--- config.mk ---
export PLATFORM = sky130hd
export DESIGN_NAME = carry_ripple_adder
export DESIGN_NICKNAME = d
export VERILOG_FILES = /design/src/rtl/carry_ripple_adder.sv
export SDC_FILE = /design/constraint.sdc
export NUM_CORES = 1
export LEC_CHECK = 0
export ABC_AREA = 1
export CORE_MARGIN = 4
export CORE_UTILIZATION = 38
export CTS_CLUSTER_SIZE = 24
export DETAILED_ROUTE_END_ITERATION = 12
export GPL_TIMING_DRIVEN = 0
export MAX_ROUTING_LAYER = met4
export PLACE_DENSITY = 0.76
export SLEW_MARGIN = 20
export SYNTH_ARGS = -nofsm -noshare
export SYNTH_HDL_FRONTEND = slang
export SYNTH_SLANG_ARGS = --single-unit
export TNS_END_PERCENT = 10
--- constraint.sdc ---
create_clock -name clk -period 2.55 [get_ports clk]
set_input_delay 0.6375 -clock clk [delete_from_list [all_inputs] [get_ports clk]]
set_output_delay 0.6375 -clock clk [all_outputs]
set_load 0.01 [all_outputs]
--- src/rtl/carry_ripple_adder.sv ---
// ---------------------------------------------------------------------------
// carry_ripple_adder
//
// Registered WIDTH-bit ripple-carry adder: the arithmetic core of the
// byte-loaded 32-bit ALU controller. Operands A and B and a carry-in pass
// through a chain of single-bit full-adder cells. The sum, carry-out and
// signed overflow are then captured in an output register.
//
// Parameters:
//   WIDTH      operand and sum width in bits (1 to 64), default 32
//
// Ports (order kept so the legacy 5-port positional hookup still works):
//   a          input  [WIDTH-1:0]  operand A (unsigned or two's complement)
//   b          input  [WIDTH-1:0]  operand B
//   cin        input               carry into bit 0
//   sum        output [WIDTH-1:0]  registered (a + b + cin) mod 2^WIDTH
//   cout       output              registered carry out of bit WIDTH-1
//   clk        input               rising-edge clock
//   rst        input               asynchronous active-high reset
//   in_valid   input               operands valid this cycle (defaults to 1)
//   out_valid  output              registered copy of in_valid
//   ovf        output              registered signed overflow
// ---------------------------------------------------------------------------
module carry_ripple_adder #(
  parameter int WIDTH = 32
) (
  input  logic [WIDTH-1:0] a,
  input  logic [WIDTH-1:0] b,
  input  logic             cin,
  output logic [WIDTH-1:0] sum,
  output logic             cout,
  input  logic             clk,
  input  logic             rst,
  input  logic             in_valid = 1'b1,
  output logic             out_valid,
  output logic             ovf
);

  // carry[i] is the carry into cell i; carry[WIDTH] leaves the top cell.
  logic [WIDTH:0]   carry;
  logic [WIDTH-1:0] s;
  logic             co;
  logic             ov;

  assign carry[0] = cin;

  // One full-adder cell per bit, chained from bit 0 upward. The carry is
  // kept structural on purpose so the chain stays a true ripple. It does
  // not collapse into a wide adder operator.
  genvar i;
  generate
    for (i = 0; i < WIDTH; i++) begin : g_cell
      logic half;
      assign half         = a[i] ^ b[i];
      assign s[i]         = half ^ carry[i];
      assign carry[i + 1] = (a[i] & b[i]) | (carry[i] & half);
    end
  endgenerate

  // Signed overflow is the carry into the MSB disagreeing with the carry
  // out of it. When WIDTH is 1, the carry into the MSB is cin itself.
  assign co = carry[WIDTH];
  assign ov = carry[WIDTH-1] ^ carry[WIDTH];

  // Output register. out_valid follows in_valid on every edge. The result
  // fields only load on valid cycles, so the last real result is held
  // across idle cycles for the controller's byte display.
  always_ff @(posedge clk or posedge rst) begin
    if (rst) begin
      sum       <= '0;
      cout      <= 1'b0;
      ovf       <= 1'b0;
      out_valid <= 1'b0;
    end else begin
      out_valid <= in_valid;
      if (in_valid) begin
        sum  <= s;
        cout <= co;
        ovf  <= ov;
      end
    end
  end

endmodule

# After elaboration in Yosys (flattened, before gate mapping)
# Index checks and enable logic that the tools add are counted.
[totals]
register_bits = 35
out_inout_bits = 35
wordCells = 165
[classes]
bitwise_logic = 161
[op_table]
columns = ["cell", "count"]
rows = [
  ["1-bit XOR", 65],
  ["1-bit bitwise AND", 64],
  ["1-bit bitwise OR", 32],
]

# Logic depth before layout (Yosys ltp)
[logic_depth]
depth_word = 66
ltp_mapped = 39

# Least setup slack after synthesis
# Ideal clock, no wire load.
[synth_path]
path_type = "input to register"
start = "input a[0]"
end = "register sum[31]"
n_path_buf = 0
path_stages = 36
path_slack_ps = -10442
arrival_ps = 12909
path_cell_list = "fa_1 fa_1 fa_1 fa_1 fa_1 fa_1 fa_1 fa_1 fa_1 fa_1 fa_1 fa_1 fa_1 fa_1 fa_1 fa_1 fa_1 fa_1 fa_1 inv_1 fa_1 inv_1 fa_1 fa_1 fa_1 fa_1 fa_1 fa_1 fa_1 fa_1 fa_1 fa_1 fa_1 inv_1 fa_1 o21ai_0"
[synth_via]
elab_chain_cells = 64
elab_cells_between_ends = 65
classes_between = "bitwise (65)"
[synth_rtl]
columns = ["item", "line_no", "text"]
rows = [
  ["start: declaration", "27", "input logic [WIDTH-1:0] a,"],
  ["1-bit XOR", "54", "assign half = a[i] ^ b[i];"],
  ["1-bit bitwise AND", "56", "assign carry[i + 1] = (a[i] & b[i]) | (carry[i] & half);"],
  ["1-bit bitwise OR *", "56", ""],
  ["1-bit bitwise AND *", "56", ""],
  ["1-bit bitwise OR *", "56", ""],
  ["1-bit bitwise AND *", "56", ""],
  ["1-bit bitwise OR *", "56", ""],
  ["1-bit bitwise AND *", "56", ""],
  ["(+48 left out)", "n/a", ""],
  ["1-bit bitwise OR *", "56", ""],
  ["1-bit bitwise AND *", "56", ""],
  ["1-bit bitwise OR *", "56", ""],
  ["1-bit bitwise AND *", "56", ""],
  ["1-bit bitwise OR *", "56", ""],
  ["1-bit bitwise AND *", "56", ""],
  ["1-bit bitwise OR *", "56", ""],
  ["1-bit XOR *", "55", "assign s[i] = half ^ carry[i];"],
  ["end signal: assignment", "77", "sum <= s;"],
  ["end: declaration", "30", "output logic [WIDTH-1:0] sum,"],
]
# Mark *: on every way between the ends. The rest lies on a longest branch, timed or not.
# A chain may end at the register's enable or synchronous reset.

# Final worst setup path
# Ends and elaborated chain as after synthesis.

==> impl_metrics.toml <==
[run_status]
status = "finished, violations left"
violations = "negative setup slack"

[die]
dieArea_um2 = 6611
core-area_um2 = 5172
die_h_um = 81.31
fp-row-count = 26
die_w_um = 81.31
pin_count = 103
start_util = 0.3948

[route]
routed_via_density = 4.387
drt_first_pass_iters = 4
drc = 0
finalWirelength_um = 4678
post_drt_wl_per_cell_um = 12.75
ant_nets = 0
drt_iter0_markers = 49
vias = 1610

[critical_path]
cp.required_ns = 2.76
cp-end-kind = "flip-flop"
critical_path.max_stage_delay_ns = 0.42
critPathMaxFanout = 2
critPathMostFrequentCell = "fa_2"
slowest_stage = "fa_2"
start_kind = "primary input"
worst-setup-path-type = "in2reg"
arrival_ns = 12.12

[finish]
final_cell_mix = "clkdlybuf4s50_1, nand2_1, dfrtp_1"
finalNonFillerCells = 367
diodes = 0
final_common_cell = "clkdlybuf4s50_1"
fin_nets = 398
drive_gt1_frac = 0.2256
register_area_um2 = 875.8
nFillCells = 410
area_delta_synth_final_pct = 63.85
multi_input_area_um2 = 1136

[logic_synthesis]
synth_area_leaders = "dfrtp_1, fa_1, nand2_1, nand2_2, inv_1"
ys_warn_count = 0
synth-seq-cells = 35
syn_area_per_cell_um2 = 11.04
netlist_area_um2 = 2042
yosys.area.top_type_share = 0.4289
synth_top_area_cell = "dfrtp_1"
yosysSeqAreaShare = 0.4289
synth_fp_nets = 285
synthesis.instances = 185
synthDistinctLibCells = 11

[timing]
period_minus_slack_ns = 11.91
slew_headroom = 0.5299
worstMarginPinSlew_ns = 0.7041
fin_worst_skew_ns = 0
hold_viol = 0
worst_slack_ns = -9.358
max_freq_mhz = 83.98
rsz0062_at_grt = "true"
setup_viol = 30
drv_slew = 0
timing.final.crit_share = 4.670

[place]
io_buffers = 102
dp.cells = 357
dp_hpwl_um = 3833
gp_congestion = 0.6874

[clocking]
cts_buffer_depth = 2
htreeDepth = 2
cts_tree = "yes"
root_buffer = "clkbuf_8"
cts_hold_buf = 0
cts_buffers = 5
clk_pin_slew_ns = 0.06
clk_latency_ns = 0.28
clock_sinks = 35

[worst_hold_path]
hold_path.class = "reg2reg"

[grt]
antenna_found_initial = 0
grt_pass1_wl_um = 7376
grt.overflow.total = 0
grt_pass1_vias = 1742
grt_max_degree = 36
gr-usage-all-layers = 0.1521

[run]
maxCapViolations = 0

[power_and_ir_drop]
finalPower_w = 0.001739
p_leak_nw = 1.474
ir_drop_uv = 222.3
power.density_nw_per_um2 = 519.7
==> critical path, delay by kind of cell <==
kind / cells / cell delay [ns]
adder cells (fa/ha/maj): 32 / 11.09
buffers and inverters: 4 / 0.27
AO/OA/AOI/OAI: 1 / 0.13
==> power breakdown <==
| part | internal (W) | leakage, nW | switching (W) |
|---|---|---|---|
| sequential | 0.000655 | 0.426 | 0.0000555 |
| combinational | 0.000395 | 1.01 | 0.000276 |
| clock | 0.000182 | 0.0371 | 0.000175 |
==> through the flow <==
step	hold WS [ns]	util	area [µm²]	worst slack [ns]	TNS (ns)
finish	0.4770	0.6468	3346	-9.358	-149.25
global route	0.4948	0.6468	3346	-9.571	-153.60
CTS	0.4811	0.6418	3319	-9.397	-150.08
detailed placement	0.4574	0.6241	3228	-10.03	-170.49
global placement	0.4528	0.6241	3228	-9.936	-168.17
floorplan	0.5057	-	2120	-9.209	-149.16
==> sequential cells by signal, indices dropped and copies added (netlist names) <==
signal	cells
sum	32
ovf	1
cout	1
out_valid	1
==> cells in the mapped netlist <==
master and count:
nand2_2 8, buf_6 3, fa_1 32, nand2_1 89, buf_12 1, o21ai_0 3, inv_1 9, buf_4 3
inv_8 1, dfrtp_1 35, nand3_1 1
==> layer usage <==
metal  share of wire  global-route usage  wire (µm)
met5               0                   -          0
met4           0.016             0.05574         74
met3           0.089             0.04435        415
met2            0.51              0.2630       2403
met1            0.38              0.1650       1786
==> final timing paths <==
| check | from | end | slack, ns | cells past startpoint |
|---|---|---|---|---|
| min in group asynchronous | rst | sum[10]$_DFFE_PP0P_ | 0.80 | 2 |
| setup reg to reg | sum[6]$_DFFE_PP0P_ | sum[6]$_DFFE_PP0P_ | 1.93 | 2 |
| hold / removal | sum[23]$_DFFE_PP0P_ | sum[23]$_DFFE_PP0P_ | 0.48 | 2 |
| max in group asynchronous | rst | sum[19]$_DFFE_PP0P_ | 1.29 | 2 |
| hold reg to reg | sum[23]$_DFFE_PP0P_ | sum[23]$_DFFE_PP0P_ | 0.48 | 2 |
| setup / recovery | a[0] | sum[31]$_DFFE_PP0P_ | -9.36 | 37 |
==> cells by family (layout without fill, tap and decap cells) <==
| logic type | Yosys count | after routing | synth area share |
|---|---|---|---|
| DFF | 35 | 35 | 0.4289 |
| AOI/OAI and AO/OA | 3 | 3 | 0.007351 |
| and+or+nand+nor | 98 | 98 | 0.1906 |
| adders and majority gates | 32 | 32 | 0.3137 |
| buffers and inverters | 17 | 129 | 0.05943 |
==> what timing repair did <==
action | 4_1_cts | 5_1_grt
endpoints found under the setup margin | 31 | 30
endpoints found under the hold margin | 0 | 0
pin swaps | 54 | 6
gates resized for setup | 18 | 5
buffers inserted | 4 | 2
==> cell type report <==
type / count / area share
sequential: 35 / 0.2618
timing repair buffer: 106 / 0.3145
clock buffer: 6 / 0.02169
tap: 70 / 0.02618
inverter: 10 / 0.01346
multi-input combinational: 133 / 0.3396
buffer: 7 / 0.02281
No activity file was read; power rests on OpenSTA's default activity.
